File: src/rtl/alu_pkg.sv
// Shared types and constants for the single-issue ALU execute stage and its ALU.
package alu_pkg;

  localparam int NUM_REGS = 4;
  localparam int REG_W    = 8;
  localparam int RIDX_W   = 2;

  localparam int FLAG_Z = 2;
  localparam int FLAG_C = 1;
  localparam int FLAG_N = 0;

  typedef enum logic [2:0] {
    OP_ADD  = 3'd0,
    OP_SUB  = 3'd1,
    OP_AND  = 3'd2,
    OP_OR   = 3'd3,
    OP_XOR  = 3'd4,
    OP_NOTA = 3'd5,
    OP_SHL  = 3'd6,
    OP_SHR  = 3'd7
  } alu_op_e;

  typedef enum logic [1:0] {
    ST_IDLE = 2'd0,
    ST_EXEC = 2'd1,
    ST_OUT  = 2'd2
  } state_e;

  typedef struct packed {
    alu_op_e           op;
    logic [RIDX_W-1:0] rd;
    logic [RIDX_W-1:0] rs;
    logic              use_imm;
    logic              load;
    logic [REG_W-1:0]  imm;
  } instr_t;

endpackage

File: src/rtl/alu.sv
// 8-bit combinational ALU; bit 8 of the internal result is the carry/borrow.
module alu
  import alu_pkg::*;
(
  input  alu_op_e          op,
  input  logic [REG_W-1:0] a,
  input  logic [REG_W-1:0] b,
  output logic [REG_W-1:0] result,
  output logic             carry,
  output logic             zero,
  output logic             neg
);

  logic [REG_W:0] res9;

  always_comb begin
    res9 = '0;
    unique case (op)
      OP_ADD:  res9 = {1'b0, a} + {1'b0, b};
      OP_SUB:  res9 = {1'b0, a} - {1'b0, b};
      OP_AND:  res9 = {1'b0, a & b};
      OP_OR:   res9 = {1'b0, a | b};
      OP_XOR:  res9 = {1'b0, a ^ b};
      OP_NOTA: res9 = {1'b0, ~a};
      OP_SHL:  res9 = {a, 1'b0};
      OP_SHR:  res9 = {2'b00, a[REG_W-1:1]};
      default: res9 = '0;
    endcase
  end

  assign result = res9[REG_W-1:0];
  assign carry  = res9[REG_W];
  assign zero   = (res9[REG_W-1:0] == '0);
  assign neg    = res9[REG_W-1];

endmodule

File: src/rtl/alu_exec_stage.sv
// IDLE -> EXEC -> OUT execute stage with a 4-entry register file and a flag register.
module alu_exec_stage
  import alu_pkg::*;
#(
  parameter logic [REG_W-1:0] REG_RESET = 8'h00
) (
  input  logic              clk,
  input  logic              rst_n,
  input  logic              in_valid,
  output logic              in_ready,
  input  logic [2:0]        in_op,
  input  logic [RIDX_W-1:0] in_rd,
  input  logic [RIDX_W-1:0] in_rs,
  input  logic              in_use_imm,
  input  logic              in_load,
  input  logic [REG_W-1:0]  in_imm,
  output logic              out_valid,
  input  logic              out_ready,
  output logic [RIDX_W-1:0] out_rd,
  output logic [REG_W-1:0]  out_result,
  output logic [2:0]        out_flags,
  input  logic [RIDX_W-1:0] dbg_sel,
  output logic [REG_W-1:0]  dbg_data
);

  state_e                           state_q, state_d;
  instr_t                           instr_q, instr_d;
  logic [NUM_REGS-1:0][REG_W-1:0]   regs_q, regs_d;
  logic [2:0]                       flags_q, flags_d;
  logic [RIDX_W-1:0]                out_rd_q, out_rd_d;
  logic [REG_W-1:0]                 out_result_q, out_result_d;

  logic [REG_W-1:0] op_a, op_b, alu_res, wr_data;
  logic             alu_c, alu_z, alu_n;

  // Operands come from the pre-write register file, so rd == rs reads the old value.
  assign op_a = regs_q[instr_q.rd];
  assign op_b = instr_q.use_imm ? instr_q.imm : regs_q[instr_q.rs];

  alu u_alu (
    .op     (instr_q.op),
    .a      (op_a),
    .b      (op_b),
    .result (alu_res),
    .carry  (alu_c),
    .zero   (alu_z),
    .neg    (alu_n)
  );

  assign wr_data = instr_q.load ? instr_q.imm : alu_res;

  always_ff @(posedge clk or negedge rst_n) begin
    if (!rst_n) begin
      state_q      <= ST_IDLE;
      instr_q      <= '0;
      regs_q       <= {NUM_REGS{REG_RESET}};
      flags_q      <= 3'b000;
      out_rd_q     <= '0;
      out_result_q <= '0;
    end else begin
      state_q      <= state_d;
      instr_q      <= instr_d;
      regs_q       <= regs_d;
      flags_q      <= flags_d;
      out_rd_q     <= out_rd_d;
      out_result_q <= out_result_d;
    end
  end

  always_comb begin
    state_d = state_q;
    unique case (state_q)
      ST_IDLE: if (in_valid)  state_d = ST_EXEC;
      ST_EXEC:                state_d = ST_OUT;
      ST_OUT:  if (out_ready) state_d = ST_IDLE;
      default:                state_d = ST_IDLE;
    endcase
  end

  always_comb begin
    instr_d      = instr_q;
    regs_d       = regs_q;
    flags_d      = flags_q;
    out_rd_d     = out_rd_q;
    out_result_d = out_result_q;
    if (state_q == ST_IDLE && in_valid) begin
      instr_d.op      = alu_op_e'(in_op);
      instr_d.rd      = in_rd;
      instr_d.rs      = in_rs;
      instr_d.use_imm = in_use_imm;
      instr_d.load    = in_load;
      instr_d.imm     = in_imm;
    end
    if (state_q == ST_EXEC) begin
      regs_d[instr_q.rd] = wr_data;
      out_rd_d           = instr_q.rd;
      out_result_d       = wr_data;
      if (!instr_q.load) begin
        flags_d[FLAG_Z] = alu_z;
        flags_d[FLAG_C] = alu_c;
        flags_d[FLAG_N] = alu_n;
      end
    end
  end

  always_comb begin
    in_ready  = (state_q == ST_IDLE);
    out_valid = (state_q == ST_OUT);
  end

  assign out_rd     = out_rd_q;
  assign out_result = out_result_q;
  assign out_flags  = flags_q;
  assign dbg_data   = regs_q[dbg_sel];

endmodule

File: config.mk
export PLATFORM = sky130hd
export DESIGN_NAME = alu_exec_stage
export DESIGN_NICKNAME = d
export VERILOG_FILES = /design/src/rtl/alu_pkg.sv /design/src/rtl/alu.sv /design/src/rtl/alu_exec_stage.sv
export SDC_FILE = /design/constraint.sdc
export NUM_CORES = 1
export LEC_CHECK = 0
export ABC_AREA = 1
export ABC_CLOCK_PERIOD_IN_PS = 3600
export CORE_MARGIN = 2
export CORE_UTILIZATION = 57
export DETAILED_ROUTE_END_ITERATION = 10
export HOLD_SLACK_MARGIN = 0.15
export PLACE_DENSITY = 0.9
export SLEW_MARGIN = 20
export SYNTH_ARGS = -nofsm -noshare
export SYNTH_HDL_FRONTEND = slang
export SYNTH_SLANG_ARGS = --single-unit
File: constraint.sdc
create_clock -name clk -period 3.6 [get_ports clk]
set_input_delay 0.54 -clock clk [delete_from_list [all_inputs] [get_ports clk]]
set_output_delay 0.54 -clock clk [all_outputs]
set_load 0.01 [all_outputs]
==> out/qor.yml <==
outcome:
  status: "completed"
layout:
  synthToLayoutAreaGrowth_pct: 17.0
  num-nets-final: 795
  multi_input_area_sq_mm: 0.00275
  register_area_sq_mm: 0.00160
  fillers: 673
  drive_above_1_share_pct: 12.6
  n_antenna_cell: 0
logic_synthesis:
  syn_area_sq_mm: 0.00475
  syn_inst: 695
  syn_avg_cell_area_sq_um: 6.84
  ys.flop_type: "dfrtp_1"
  ys_types: 41
  ys_seq_area_share_pct: 33.7
  synth_edf_count: 0
  async_flop_share_pct: 100
  ys_warn_count: 0
  synth-seq-cells: 64
  synth_fp_nets: 744
flow_run:
  cap_violations: 0
drt:
  ant_nets: 0
  drt_iter0_drc: 452
  wl_per_cell_um: 16.2
  vias_per_cell: 5.66
  firstDrtPassIters: 5
  routed_wirelength_um: 13900
  via_count: 4842
  drc: 0
hold_path:
  hp-class: "reg2reg"
  min_from: "out_result[6]"
timing:
  finalSetupViolCount: 0
  max_freq_mhz: 300
  worst_slew_pin_slew_ps: 740
  finalHoldViolations: 0
  period_share_pct: 92.5
  final.setup.tns_ps: 0
  worst_slack_ps: 270
  maxSlewHeadroom_pct: 50.5
  post-route-min-period_ps: 3330
  slew_viol_final: 0
  fin_skew_ps: 17.1
global_routing:
  busiest_layer: "met2"
  met3_usage_pct: 4.66
  antenna_found_initial: 0
  grtUsageMet1_pct: 43.3
  grtUsageTotal_pct: 32.9
  grt_pass1_vias: 4659
  grt_pass1_wl_um: 22400
  grt_max_degree: 43
  met2_usage_pct: 54.1
  overflow: 0
setup_path:
  crit_path_start: "instr_q[10]"
  rr_startpoint: "instr_q[10]"
  end_kind: "flop"
  arrival_ps: 3570
  path_class: "reg2reg"
  required_ps: 3840
  cp_max_fo: 11
  critPathLaunchType: "flop"
die:
  rows: 33
  initial_core_util_pct: 58.5
  die_height_um: 95.3
  ioPinCount: 46
  dieArea_sq_mm: 0.00909
  die_x_um: 95.3
  core_sq_mm: 0.00813
clock_tree:
  cts_buffers: 9
  clk_latency_ps: 360
  cts.sinks: 64
  cts_buffer_depth: 2
  root_buffer: "clkbuf_8"
  cts_tree: "built"
  h-tree-depth: 3
  clk_pin_slew_ps: 80
place:
  hpwlAfterDp_um: 10600
  gp_congestion: 1.00
  dp_slack_ps: 204
  port_buffers: 45
-- synth_stat cells, types with 10 or more instances --
| library cell | count | area, sq um |
|---|---|---|
| a21oi_1 | 34 | 170 |
| clkbuf_1 | 10 | 37.5 |
| dfrtp_1 | 64 | 1600 |
| ha_1 | 25 | 313 |
| inv_1 | 82 | 308 |
| nand2_1 | 223 | 837 |
| nand3_1 | 51 | 255 |
| nor2_1 | 44 | 165 |
| nor2_2 | 12 | 75.1 |
| o21ai_0 | 53 | 265 |
| o21ai_1 | 18 | 90.1 |
| o21ai_2 | 12 | 105 |
-- cells by family after synthesis --
kind of cell / Yosys count / synth area share (%)
flip-flops: 64 / 33.7
AND/OR/NAND/NOR: 362 / 33.7
buffers and inverters: 108 / 8.97
AO/OA/AOI/OAI: 128 / 15.3
XOR/XNOR: 7 / 1.29
adder cells (fa/ha/maj): 26 / 7.00
-- layout by cell type, fill, tap and decap left out, types with 10 or more instances in the layout --
master / n
nand2_1: 222
nand2_2: 10
ha_1: 25
o21ai_1: 17
nor2_2: 12
clkdlybuf4s50_1: 44
nor2_1: 44
inv_1: 82
a21oi_1: 33
nand3_1: 50
o21ai_2: 12
dfrtp_1: 62
buf_4: 10
o21ai_0: 53
-- per-stage QoR --
stage	hold slack (ps)	std cells	util (%)	area (sq um)
6_report	494	856	68.4	5560
5_1_grt	525	856	68.4	5560
4_1_cts	499	855	67.9	5530
3_5_place_dp	475	838	65.4	5320
3_3_place_gp	466	838	65.4	5320
2_1_floorplan	244	695	-	4750
-- state kept, by name (all words and copies together), names as in the netlist --
signal,count
regs_q,32
instr_q,17
out_result,8
out_flags,3
out_rd,2
state_q,2
-- worst paths after layout --
check                                end  slack [ps]  cells after the start
min in group asynchronous  out_result[7]         660                      2
min                        out_result[6]         490                      2
max reg2reg                out_result[3]         270                     19
min reg2reg                out_result[6]         490                      2
max                        out_result[3]         270                     19
max in group asynchronous    instr_q[10]        1980                      3
-- worst max-delay path, cell delays in order (launching register included) --
cell     delay (ps)
dfrtp_2         420
buf_4           180
a21oi_1         150
o21ai_0          90
nand2_1          70
nand2_1          60
o21ai_2          90
inv_1           100
ha_1            200
or2_2           300
xor2_1          170
ha_1            350
a21oi_1         180
nand2_2         110
o21ai_0         170
a21oi_1          80
nor2_2          170
nand2_1          80
o21ai_2         170
o21ai_2         100
-- layer usage --
layer / wire (um) / vias up / part of all wire [%]
li1: - / 2330 / -
met1: 5920 / 2273 / 43
met2: 6670 / 212 / 48
met3: 994 / 27 / 7.2
met4: 308 / 0 / 2.2
met5: 0 / - / 0
-- timing repair --
action,CTS,global route
hold buffers,1,0
gates resized for setup,0,9
setup buffers,0,1
endpoints found under the setup margin,0,27
hold endpoints to repair,7,0
-- final cells by class --
cell class	instances	share of cell area, %
clock buffers	10	2.29
clock inverters	6	1.24
inverters	92	6.25
multi-input cells	523	49.5
flip-flops and latches	64	28.8
well taps	105	2.36
repair buffers	56	9.54
Power is left out: the tool's default activity adds up to more than one toggle a clock period on the data nets, which glitch-free logic cannot reach.
